<file path="config.mk">
export PLATFORM = sky130hd
export DESIGN_NAME = mem_port_arbiter_flat
export DESIGN_NICKNAME = d
export VERILOG_FILES = /design/src/rtl/mem_port_arbiter_if.sv /design/src/rtl/mem_port_arbiter.sv /design/src/flat_wrapper.sv
export SDC_FILE = /design/constraint.sdc
export NUM_CORES = 1
export LEC_CHECK = 0
export ABC_AREA = 1
export BUFFER_PORTS_ARGS = -buffer_cell sky130_fd_sc_hd__buf_4
export CAP_MARGIN = 20
export CORE_AREA = 3 3 115 117
export DETAILED_ROUTE_END_ITERATION = 16
export DIE_AREA = 0 0 118 120
export GPL_TIMING_DRIVEN = 0
export HOLD_SLACK_MARGIN = 0.08
export MAX_ROUTING_LAYER = met4
export SYNTH_ARGS = -nofsm -noshare
export SYNTH_HDL_FRONTEND = slang
export SYNTH_SLANG_ARGS = --single-unit
</file>
<file path="constraint.sdc">
create_clock -name clk -period 1.4 [get_ports clk]
set_input_delay 0.21 -clock clk [delete_from_list [all_inputs] [get_ports clk]]
set_output_delay 0.21 -clock clk [all_outputs]
set_load 0.1 [all_outputs]
</file>
<file path="src/rtl/mem_port_arbiter_if.sv">
// Memory-port bus bundle: core pins, DMA/loader pins and the shared single-port memory.
// slave = arbiter side, master = environment (core, DMA, memory) side.
interface mem_port_arbiter_if;
  logic [31:0] cpu_addr;
  logic [31:0] cpu_wr_data;
  logic        cpu_wr_ena;
  logic [31:0] cpu_rd_data;
  logic        cpu_stall;
  logic        dma_req;
  logic [31:0] dma_addr;
  logic [31:0] dma_wr_data;
  logic        dma_wr_ena;
  logic        dma_gnt;
  logic        dma_ack;
  logic [31:0] dma_rd_data;
  logic [31:0] mem_addr;
  logic [31:0] mem_wr_data;
  logic        mem_wr_ena;
  logic [31:0] mem_rd_data;

  modport slave (
    input  cpu_addr, cpu_wr_data, cpu_wr_ena,
    input  dma_req, dma_addr, dma_wr_data, dma_wr_ena,
    input  mem_rd_data,
    output cpu_rd_data, cpu_stall,
    output dma_gnt, dma_ack, dma_rd_data,
    output mem_addr, mem_wr_data, mem_wr_ena
  );

  modport master (
    output cpu_addr, cpu_wr_data, cpu_wr_ena,
    output dma_req, dma_addr, dma_wr_data, dma_wr_ena,
    output mem_rd_data,
    input  cpu_rd_data, cpu_stall,
    input  dma_gnt, dma_ack, dma_rd_data,
    input  mem_addr, mem_wr_data, mem_wr_ena
  );
endinterface

</file>
<file path="src/rtl/mem_port_arbiter.sv">
// Shares one memory port between the MIPS core and a DMA/loader, with a DMA burst limit and forced core slot.
// MEM_ARB_BOOT_HOLD_EN: adds boot_done and a reset-time BOOT state where the loader owns the port unlimited.
module mem_port_arbiter #(
  parameter int MAX_BURST = 8,
  parameter int MIN_CPU   = 2
) (
  input  logic clk,
  input  logic rstb,
`ifdef MEM_ARB_BOOT_HOLD_EN
  input  logic boot_done,
`endif
  mem_port_arbiter_if.slave bus
);

  typedef enum logic [1:0] {
    ST_CPU  = 2'd0,
    ST_DMA  = 2'd1,
    ST_SLOT = 2'd2
`ifdef MEM_ARB_BOOT_HOLD_EN
    , ST_BOOT = 2'd3
`endif
  } state_t;

  localparam logic [7:0] C_BURST_LAST = 8'(MAX_BURST - 1);
  localparam logic [7:0] C_SLOT_LOAD  = 8'(MIN_CPU - 1);
`ifdef MEM_ARB_BOOT_HOLD_EN
  localparam state_t C_RST_STATE = ST_BOOT;
`else
  localparam state_t C_RST_STATE = ST_CPU;
`endif

  state_t     r_state;
  state_t     w_state_next;
  logic [7:0] r_burst_cnt;
  logic [7:0] w_burst_next;
  logic [7:0] r_slot_cnt;
  logic [7:0] w_slot_next;
  logic       w_dma_owner;

  always_ff @(posedge clk) begin
    if (!rstb) begin
      r_state     <= C_RST_STATE;
      r_burst_cnt <= 8'd0;
      r_slot_cnt  <= 8'd0;
    end else begin
      r_state     <= w_state_next;
      r_burst_cnt <= w_burst_next;
      r_slot_cnt  <= w_slot_next;
    end
  end

  always_comb begin
    w_state_next = r_state;
    w_burst_next = r_burst_cnt;
    w_slot_next  = r_slot_cnt;
    case (r_state)
      ST_CPU: begin
        if (bus.dma_req) begin
          w_state_next = ST_DMA;
          w_burst_next = 8'd0;
        end
      end
      ST_DMA: begin
        // A dropped request costs one stalled idle cycle before the core gets the port back.
        if (!bus.dma_req) begin
          w_state_next = ST_CPU;
        end else if (r_burst_cnt == C_BURST_LAST) begin
          w_state_next = ST_SLOT;
          w_slot_next  = C_SLOT_LOAD;
        end else begin
          w_burst_next = r_burst_cnt + 8'd1;
        end
      end
      ST_SLOT: begin
        if (r_slot_cnt != 8'd0) begin
          w_slot_next = r_slot_cnt - 8'd1;
        end else if (bus.dma_req) begin
          w_state_next = ST_DMA;
          w_burst_next = 8'd0;
        end else begin
          w_state_next = ST_CPU;
        end
      end
`ifdef MEM_ARB_BOOT_HOLD_EN
      ST_BOOT: begin
        if (boot_done) begin
          w_state_next = ST_CPU;
        end
      end
`endif
      default: w_state_next = C_RST_STATE;
    endcase
  end

`ifdef MEM_ARB_BOOT_HOLD_EN
  assign w_dma_owner = (r_state == ST_DMA) || (r_state == ST_BOOT);
`else
  assign w_dma_owner = (r_state == ST_DMA);
`endif

  assign bus.cpu_stall   = w_dma_owner;
  assign bus.dma_gnt     = w_dma_owner;
  assign bus.dma_ack     = w_dma_owner & bus.dma_req;
  assign bus.cpu_rd_data = bus.mem_rd_data;
  assign bus.dma_rd_data = bus.mem_rd_data;
  assign bus.mem_addr    = w_dma_owner ? bus.dma_addr    : bus.cpu_addr;
  assign bus.mem_wr_data = w_dma_owner ? bus.dma_wr_data : bus.cpu_wr_data;
  // rstb gates the write strobe directly so nothing is written while reset is held.
  assign bus.mem_wr_ena  = rstb & (w_dma_owner ? (bus.dma_wr_ena & bus.dma_req) : bus.cpu_wr_ena);

endmodule

</file>
<file path="src/flat_wrapper.sv">
// flat-port wrapper written by rule: the top's interface ports become plain ports
module mem_port_arbiter_flat 
#(
  parameter int MAX_BURST = 8,
  parameter int MIN_CPU   = 2
)
  (clk, rstb, bus_cpu_addr, bus_cpu_wr_data, bus_cpu_wr_ena, bus_dma_req, bus_dma_addr, bus_dma_wr_data, bus_dma_wr_ena, bus_mem_rd_data, bus_cpu_rd_data, bus_cpu_stall, bus_dma_gnt, bus_dma_ack, bus_dma_rd_data, bus_mem_addr, bus_mem_wr_data, bus_mem_wr_ena);
  mem_port_arbiter_if bus_i ();
  input  logic clk;
  input  logic rstb;
  input wire logic [$bits(bus_i.cpu_addr)-1:0] bus_cpu_addr;
  input wire logic [$bits(bus_i.cpu_wr_data)-1:0] bus_cpu_wr_data;
  input wire logic [$bits(bus_i.cpu_wr_ena)-1:0] bus_cpu_wr_ena;
  input wire logic [$bits(bus_i.dma_req)-1:0] bus_dma_req;
  input wire logic [$bits(bus_i.dma_addr)-1:0] bus_dma_addr;
  input wire logic [$bits(bus_i.dma_wr_data)-1:0] bus_dma_wr_data;
  input wire logic [$bits(bus_i.dma_wr_ena)-1:0] bus_dma_wr_ena;
  input wire logic [$bits(bus_i.mem_rd_data)-1:0] bus_mem_rd_data;
  output wire logic [$bits(bus_i.cpu_rd_data)-1:0] bus_cpu_rd_data;
  output wire logic [$bits(bus_i.cpu_stall)-1:0] bus_cpu_stall;
  output wire logic [$bits(bus_i.dma_gnt)-1:0] bus_dma_gnt;
  output wire logic [$bits(bus_i.dma_ack)-1:0] bus_dma_ack;
  output wire logic [$bits(bus_i.dma_rd_data)-1:0] bus_dma_rd_data;
  output wire logic [$bits(bus_i.mem_addr)-1:0] bus_mem_addr;
  output wire logic [$bits(bus_i.mem_wr_data)-1:0] bus_mem_wr_data;
  output wire logic [$bits(bus_i.mem_wr_ena)-1:0] bus_mem_wr_ena;
  assign bus_i.cpu_addr = bus_cpu_addr;
  assign bus_i.cpu_wr_data = bus_cpu_wr_data;
  assign bus_i.cpu_wr_ena = bus_cpu_wr_ena;
  assign bus_i.dma_req = bus_dma_req;
  assign bus_i.dma_addr = bus_dma_addr;
  assign bus_i.dma_wr_data = bus_dma_wr_data;
  assign bus_i.dma_wr_ena = bus_dma_wr_ena;
  assign bus_i.mem_rd_data = bus_mem_rd_data;
  assign bus_cpu_rd_data = bus_i.cpu_rd_data;
  assign bus_cpu_stall = bus_i.cpu_stall;
  assign bus_dma_gnt = bus_i.dma_gnt;
  assign bus_dma_ack = bus_i.dma_ack;
  assign bus_dma_rd_data = bus_i.dma_rd_data;
  assign bus_mem_addr = bus_i.mem_addr;
  assign bus_mem_wr_data = bus_i.mem_wr_data;
  assign bus_mem_wr_ena = bus_i.mem_wr_ena;
  mem_port_arbiter #(.MAX_BURST(MAX_BURST), .MIN_CPU(MIN_CPU)) u_core (.clk(clk), .rstb(rstb), .bus(bus_i));
endmodule
</file>
# Yosys cells after proc, flatten, opt, wreduce, memory -nomap -nowiden
# Index checks and enable logic that the tools add are counted.
dict set report word_totals {
  out_inout_bits 132
  regBits 18
  word_cells 43
}
dict set report op_classes {
  mux 18
  eq_ne 10
  n_addsub 2
  n_reduce_logical 7
  bitwise 3
}
# cell n
set ops {}
lappend ops {{$mux 32} 2}
lappend ops {{$mux 8} 7}
lappend ops {{$pmux 8 s3} 1}
lappend ops {{$pmux 8 s2} 1}
lappend ops {{$ne 2x2->1 const B} 5}
lappend ops {{$add 8x1->8 const B} 1}
lappend ops {{$eq 8x3->1 const B} 1}
lappend ops {{$mux 2} 4}
lappend ops {{$reduce_and 4->1} 2}
lappend ops {{$reduce_bool 8->1} 1}
lappend ops {{$sub 8x1->8 const B} 1}
lappend ops {{$pmux 2 s3} 1}
lappend ops {{$and 1x1->1} 3}
lappend ops {{$ne 3x3->1 const B} 1}
lappend ops {{$reduce_and 3->1} 1}
lappend ops {{$reduce_bool 3->1} 1}
lappend ops {{$eq 2x1->1 const B} 1}
lappend ops {{$eq 2x2->1 const B} 1}
lappend ops {{$logic_not 2->1} 1}
lappend ops {{$mux 1} 2}
lappend ops {{$ne 2x1->1 const B} 1}
lappend ops {{$reduce_bool 2->1} 1}

# Depth between registers and ports, before layout
# Gate-level depths: netlist of run 1.
dict set report depth {
  depth_word 4
  ltp_mapped 11
  mapped_depth_nobuf 11
}

# Least setup slack after synthesis of run 1
# No wires, ideal clock.
dict set report synth_path {
  kind {flip-flop to output port}
  startpoint {register u_core.r_state[0]}
  endpoint {output port bus_mem_wr_ena}
  arrival_ns 3.629
  path_slack_ns -2.439
  required_time_ns 1.190
  stages_incl_launch_ff 7
  path_cell_list {dfxtp_1 > nand2_2 > buf_6 > buf_2 > nor2_1 > nand2_1 > a21oi_1}
}
dict set report synth_via {
  elab_chain_len 3
}
# element line_no
set synth_lines {}
lappend synth_lines {{from (decl)} mem_port_arbiter.sv:32} ;# state_t r_state;
lappend synth_lines {{from (signal assigned)} mem_port_arbiter.sv:46} ;# r_state <= w_state_next;
lappend synth_lines {{$eq 2x1->1} mem_port_arbiter.sv:98} ;# assign w_dma_owner = (r_state == ST_DMA);
lappend synth_lines {{$mux 1} mem_port_arbiter.sv:109} ;# assign bus.mem_wr_ena = rstb & (w_dma_owner ? (bus.dma_wr_ena & bus.dma_req) : bus.cpu_wr_ena);
lappend synth_lines {{$and 1x1->1} mem_port_arbiter.sv:109}
lappend synth_lines {{to (decl)} flat_wrapper.sv:26} ;# output wire logic [$bits(bus_i.mem_wr_ena)-1:0] bus_mem_wr_ena;
# Every way passes these cells.

# Worst setup path in the final report of run 1
dict set report layout_path {
  startpoint {register u_core.r_state[1]}
  endpoint {output port bus_mem_wr_data[30]}
}
dict set report layout_via {
  elab_chain_len 2
}
# element line_no
set layout_lines {}
lappend layout_lines {{$eq 2x1->1} mem_port_arbiter.sv:98}
lappend layout_lines {{$mux 32} mem_port_arbiter.sv:107} ;# assign bus.mem_wr_data = w_dma_owner ? bus.dma_wr_data : bus.cpu_wr_data;
lappend layout_lines {{to (decl)} flat_wrapper.sv:25} ;# output wire logic [$bits(bus_i.mem_wr_data)-1:0] bus_mem_wr_data;
# Every way passes these cells.

==> impl_metrics.env, run 1 <==
export IMPL_outcome="finished with violations"
export IMPL_violations="setup timing"
export IMPL_crit_family="buffers and inverters"
export IMPL_num_vias=3804
export IMPL_cap_violations=0
export IMPL_die_area_mm2=0.0142
export IMPL_grt_pass1_wl_um=19400
export IMPL_worstPathRequired_ns=1.19
export IMPL_multi_input_area_mm2=0.00295
export IMPL_die_w_um=118
export IMPL_fin_crit_sh_pct=120
export IMPL_detail_route_drc_violations=0
export IMPL_nNetsFinal=904
export IMPL_cts_root_buf="clkbuf_16"
export IMPL_first_global_vias=3805
export IMPL_setup_violations_final=70
export IMPL_leakage_nw=3.45
export IMPL_syn_inst=449
export IMPL_critPathCaptureType="primary output"
export IMPL_cp_cell_sequence="inv_2, nand2_4, inv_4, buf_12, buf_8, nand2_2, nand2_8, buf_12"
export IMPL_num_fill_cells=1035
export IMPL_vias_per_cell=4.19
export IMPL_cp_slowest_cell="dfxtp_2"
export IMPL_gr_max_usage_layer="met2"
export IMPL_power_frac_comb_pct=82.0
export IMPL_timing_rr_end="u_core.r_slot_cnt[7]$_SDFFE_PN0P_"
export IMPL_die_h_um=120
export IMPL_met2_usage_pct=33.8
export IMPL_clock_path_buffers=2
export IMPL_dp_hpwl_um=9970
export IMPL_grt_usage_pct=17.3
export IMPL_reg2reg_slack_ns=-0.03
export IMPL_yosys_warnings=0
export IMPL_start_util_pct=19.4
export IMPL_gr_usage_met3_pct=3.25
export IMPL_drtIter0Drc=136
export IMPL_synth_top_cell_area_share_pct=37.4
export IMPL_antennaDiodeCount=0
export IMPL_p_int_mw=2.90
export IMPL_htreeDepth=1
export IMPL_min_from="rstb"
export IMPL_cpMostUsedCell="buf_12"
export IMPL_syn_nets=617
export IMPL_mostFrequentLayoutCells="buf_4, nand2_2, nand2_1"
export IMPL_pre_cts_ws_ns=-0.483
export IMPL_fmax_ghz=0.595
export IMPL_r2r_cells=8
export IMPL_p_seq_share_pct=8.3
export IMPL_worstMarginPinSlew_ns=0.671
export IMPL_path_clk_slew_ns=0.05
export IMPL_fin_worst_skew_ns=0.00156
export IMPL_grt_setup_unrepaired="true"
export IMPL_final_common_cell="buf_4"
export IMPL_stdcell_area_mm2=0.00742
export IMPL_portBuffers=264
export IMPL_routed_wl_um=13200
export IMPL_clock_latency_ns=0.25
export IMPL_power_density_mw_per_mm2=893
export IMPL_antenna_found_initial=0
export IMPL_ir_drop_mv=0.399
export IMPL_cts_tree="built"
export IMPL_avgSynthCellArea_um2=5.39
export IMPL_yosysTopAreaCell="nand2_1"
export IMPL_holdWs_ns=0.206
export IMPL_r2r_start="u_core.r_state[1]$_SDFFE_PN0P_"
export IMPL_switching_share_pct=56.2
export IMPL_hold_viol_final=0
export IMPL_whs_path_depth=3
export IMPL_startpoint="u_core.r_state[1]$_SDFFE_PN0P_"
export IMPL_clock_sinks=18
export IMPL_drive_gt1_share_pct=79.3
export IMPL_gp_congestion=0.843
export IMPL_power_switching_mw=3.73
export IMPL_seq_area_um2=379
export IMPL_overflow=0
export IMPL_grt_max_degree=12
export IMPL_yosys_register_bits=18
export IMPL_pin_count=297
export IMPL_wl_per_cell_um=14.5
export IMPL_min_to="u_core.r_burst_cnt[1]$_SDFFE_PN0P_"
export IMPL_crit_arrival_ns=1.47
export IMPL_met1_usage_pct=17.3
export IMPL_rows=41
export IMPL_placed_cell_area_mm2=0.00569
export IMPL_p_total_mw=6.63
export IMPL_postLayoutCoreUtil_pct=59.6
export IMPL_path_class="register to primary output"
export IMPL_slew_headroom_pct=55.3
export IMPL_yosys_cell_types_count=26
export IMPL_synth_area_mm2=0.00242
export IMPL_synthToLayoutAreaGrowth_pct=207
export IMPL_synthTopCellsByArea="nand2_1, buf_4, dfxtp_1, nor2_1, a21oi_1"
export IMPL_drv_slew=0
export IMPL_hp_class="input port to register"
export IMPL_worst_path_buf_inv=5
export IMPL_setup_slack_ns=-0.280
export IMPL_period_minus_slack_ns=1.68
export IMPL_cts_made_buffers=3
export IMPL_ant_nets=0
export IMPL_ys_seq_area_share_pct=14.9
export IMPL_clkPwrFrac_pct=9.7
export IMPL_cp_start_kind="register"
export IMPL_cp_slowest_stage_delay_ns=0.32
export IMPL_cp_max_fo=10
export IMPL_core_area_mm2=0.0125
export IMPL_drt_pass1_iterations=4
-- Yosys cell counts --
master and number:
nand3_2 1, buf_4 65, nand2_4 1, ha_1 3
nor2_4 1, buf_6 1, buf_2 7, o21ai_4 2
nand4_1 1, dfxtp_1 18, xnor2_1 3, nand2_1 241
nand3_1 14, or2_2 1, xor2_1 1, o21bai_1 2
nor3_1 2, inv_2 4, a21oi_1 16, nor2_2 1
inv_1 16, clkbuf_1 8, nand2_2 5, nor2_1 31
o21ai_0 3, nand3b_4 1
-- power groups by stage --
stage / logic, mW / registers, mW / clock network, mW
3_3_place_gp: 4.37 / 0.558 / 0
3_5_place_dp: 4.40 / 0.559 / 0
2_1_floorplan: 3.51 / 0.555 / 0
6_report: 5.43 / 0.552 / 0.644
5_1_grt: 5.61 / 0.554 / 0.673
4_1_cts: 5.37 / 0.552 / 0.653
-- tightest hold or removal path: stages --
cell     delay [ns]
buf_4          0.13
nand2_1        0.06
nor2_1         0.03
-- area by class of cell --
class,count,area share [%]
buffer,80,9.82
inverter,20,1.04
timing repair buffer,282,40.2
multi-input combinational,331,39.8
tap,172,2.90
sequential,18,5.11
clock buffer,4,1.20
-- through the flow --
stage / std cells / TNS (ns)
finish: 907 / -16.15
floorplan: 449 / -1.06
global placement: 885 / -24.02
CTS: 903 / -16.97
global route: 907 / -21.83
detailed placement: 885 / -26.55
-- registers in the layout (all words and copies together) (netlist names) --
| signal | count |
|---|---|
| u_core.r_slot_cnt | 8 |
| u_core.r_burst_cnt | 8 |
| u_core.r_state | 2 |
-- cell families (layout without fill, tap and decap cells) --
logic type,count (synthesis),after routing,synth area share [%]
adders and majority gates,3,3,1.55
AOI/OAI and AO/OA,23,23,5.90
buffers and inverters,101,386,26.4
xor gates and xnor gates,4,4,1.45
and+or+nand+nor,300,301,49.8
DFF,18,18,14.9
-- how the worst max path moves through the flow --
| stage | end | slack [ns] | cells past startpoint |
|---|---|---|---|
| after floorplan | bus_mem_wr_ena | -0.72 | 7 |
| after global placement | bus_mem_addr[14] | -0.47 | 7 |
| after detailed placement | bus_mem_addr[14] | -0.48 | 7 |
| after CTS | bus_mem_wr_data[18] | -0.29 | 8 |
| after global routing | bus_mem_wr_data[19] | -0.35 | 8 |
| final | bus_mem_wr_data[30] | -0.28 | 8 |
-- metal layers --
metal / up-vias / wire length [um]
met5: - / 0
li1: 1876 / -
met4: 0 / 348
met3: 27 / 850
met2: 177 / 7630
met1: 1724 / 4330
-- timing repair --
action,in CTS,in global routing
setup buffers,12,6
endpoints found under the setup margin,81,82
pin swaps,10,15
gates resized for setup,348,54
hold buffers,0,0
cloned,2,0
(Power assumes the default switching activity.)
==> inputs of run 2 (changes only) <==
- PLACE_DENSITY: default -> 0.52
==> run 2 against run 1 <==
  * The run still ends with setup timing left
  * Clock skew is essentially flat
  * Count of clock-buffer cells in the layout shrank 1
  * Register-to-register slack lost 0.08 ns
  * Sequential power is essentially flat
  * Global-route usage is essentially flat
  * Die area is the same
  * Via count grew 1.5%
  * Clock power shrank 10%
  * Non-clock buffer count grew 10
  * Fmax shrank 0.88%
  * Worst hold slack is essentially flat
  * Critical path type unchanged
  * Largest power group unchanged
  * Highest routed layer unchanged
==> impl_metrics.env, run 2 (synthesized netlist as in run 1, its figures left out) <==
export IMPL_outcome="finished with violations"
export IMPL_violations="setup timing"
export IMPL_fin_setup_tns_ns=-18.02
export IMPL_power_density_mw_per_mm2=863
export IMPL_rows=41
export IMPL_clock_sinks=18
export IMPL_dp_hpwl_um=9980
export IMPL_nNetsFinal=914
export IMPL_hp_class="input port to register"
export IMPL_min_from="rstb"
export IMPL_slew_headroom_pct=61.8
export IMPL_setup_violations_final=78
export IMPL_cts_made_buffers=3
export IMPL_cts_root_buf="clkbuf_16"
export IMPL_htreeDepth=1
export IMPL_placed_cell_area_mm2=0.00569
export IMPL_synthToLayoutAreaGrowth_pct=232
export IMPL_fmax_ghz=0.590
export IMPL_die_h_um=120
export IMPL_worstMarginPinSlew_ns=0.573
export IMPL_clock_path_buffers=2
export IMPL_ir_drop_mv=0.435
export IMPL_path_class="register to primary output"
export IMPL_num_vias=3862
export IMPL_first_global_vias=3829
export IMPL_r2r_start="u_core.r_state[1]$_SDFFE_PN0P_"
export IMPL_critPathCaptureType="primary output"
export IMPL_core_area_mm2=0.0125
export IMPL_cts_tree="built"
export IMPL_crit_arrival_ns=1.49
export IMPL_detail_route_drc_violations=0
export IMPL_pin_count=297
export IMPL_worstPathRequired_ns=1.19
export IMPL_timing_rr_end="u_core.r_slot_cnt[3]$_SDFFE_PN0P_"
export IMPL_stdcell_area_mm2=0.00802
export IMPL_drt_pass1_iterations=6
export IMPL_start_util_pct=19.4
export IMPL_largest_registers="u_core.r_burst_cnt x8, u_core.r_slot_cnt x8, u_core.r_state x2"
export IMPL_gp_congestion=0.848
export IMPL_reg2reg_slack_ns=-0.11
export IMPL_drive_gt1_share_pct=79.6
export IMPL_pre_cts_ws_ns=-0.478
export IMPL_ant_nets=0
export IMPL_vias_per_cell=4.21
export IMPL_mostFrequentLayoutCells="buf_4, nand2_8, buf_12"
export IMPL_r2r_cells=9
export IMPL_min_to="u_core.r_burst_cnt[0]$_SDFFE_PN0P_"
export IMPL_routed_wl_um=13600
export IMPL_leakage_nw=3.69
export IMPL_hold_buffers=0
export IMPL_portBuffers=264
export IMPL_path_clk_slew_ns=0.05
export IMPL_grt_setup_unrepaired="true"
export IMPL_grt_pass1_wl_um=19500
export IMPL_final_common_cell="buf_4"
export IMPL_die_w_um=118
export IMPL_fin_worst_skew_ns=0.00159
export IMPL_antenna_found_initial=1
export IMPL_cp_max_fo=6
export IMPL_setup_slack_ns=-0.295
export IMPL_grt_usage_pct=17.3
export IMPL_fin_crit_sh_pct=121
export IMPL_whs_path_depth=3
export IMPL_wl_per_cell_um=14.8
export IMPL_hold_viol_final=0
export IMPL_overflow=0
export IMPL_drv_slew=0
export IMPL_clock_latency_ns=0.25
export IMPL_period_minus_slack_ns=1.70
export IMPL_cap_violations=0
export IMPL_die_area_mm2=0.0142
export IMPL_drtIter0Drc=121
export IMPL_grt_max_degree=12
export IMPL_cp_start_kind="register"
==> run 2: where the power goes <==
group          internal (mW)  total, mW  switching (mW)
clock network          0.377      0.579           0.202
logic                   2.15       5.79            3.65
registers              0.533      0.552          0.0187
==> run 2: critical path, cell delays in order, from the launching register on <==
cell       delay [ns]
dfxtp_2          0.33
inv_2            0.04
nand2_4          0.08
buf_8            0.14
buf_12           0.14
clkbuf_16        0.18
nand2_4          0.07
nand2_8          0.07
buf_12           0.17
==> run 2: layout make-up <==
cell class              count  area (um2)
diodes                      1        2.50
plain buffers              81         796
inverters                  20        77.6
clock buffers               3        75.1
well taps                 172         215
multi-input cells         331        3280
fillers                   968        4450
flip-flops and latches     18         372
repair buffers            291        3200
==> run 2: what timing repair did <==
item                       in CTS  in global routing
setup endpoints to repair      81                 83
pin swaps                      23                 27
gates resized for setup       382                 84
setup buffers                  12                  7
gates cloned                    4                  5
==> run 2: metal layers <==
metal	up-vias	GRT usage, %	share of wire (%)
li1	1899	-	-
met1	1778	18.3	35
met2	168	33.9	58
met3	17	2.59	5.4
met4	0	3.59	2.2
met5	-	-	0
==> run 2: per-stage QoR <==
stage / cells / utilization [%] / hold slack [ns] / power, mW
finish: 917 / 64.3 / 0.206 / 6.92
global route: 917 / 64.3 / 0.218 / 7.15
detailed placement: 885 / 45.6 / 0.474 / 4.96
CTS: 904 / 59.9 / 0.206 / 6.66
floorplan: 449 / - / 0.330 / 4.06
global placement: 885 / 45.6 / 0.464 / 4.94
==> run 2: worst max path at each step <==
stage,startpoint,slack [ns],endpoint
floorplan,u_core.r_state[1]$_SDFFE_PN0P_,-0.72,bus_mem_wr_ena
global placement,u_core.r_state[1]$_SDFFE_PN0P_,-0.46,bus_mem_addr[29]
detailed placement,u_core.r_state[0]$_SDFFE_PN0P_,-0.48,bus_mem_wr_data[4]
CTS,u_core.r_state[1]$_SDFFE_PN0P_,-0.27,bus_mem_addr[4]
global route,u_core.r_state[1]$_SDFFE_PN0P_,-0.37,bus_mem_wr_ena
finish,u_core.r_state[1]$_SDFFE_PN0P_,-0.30,bus_mem_addr[8]
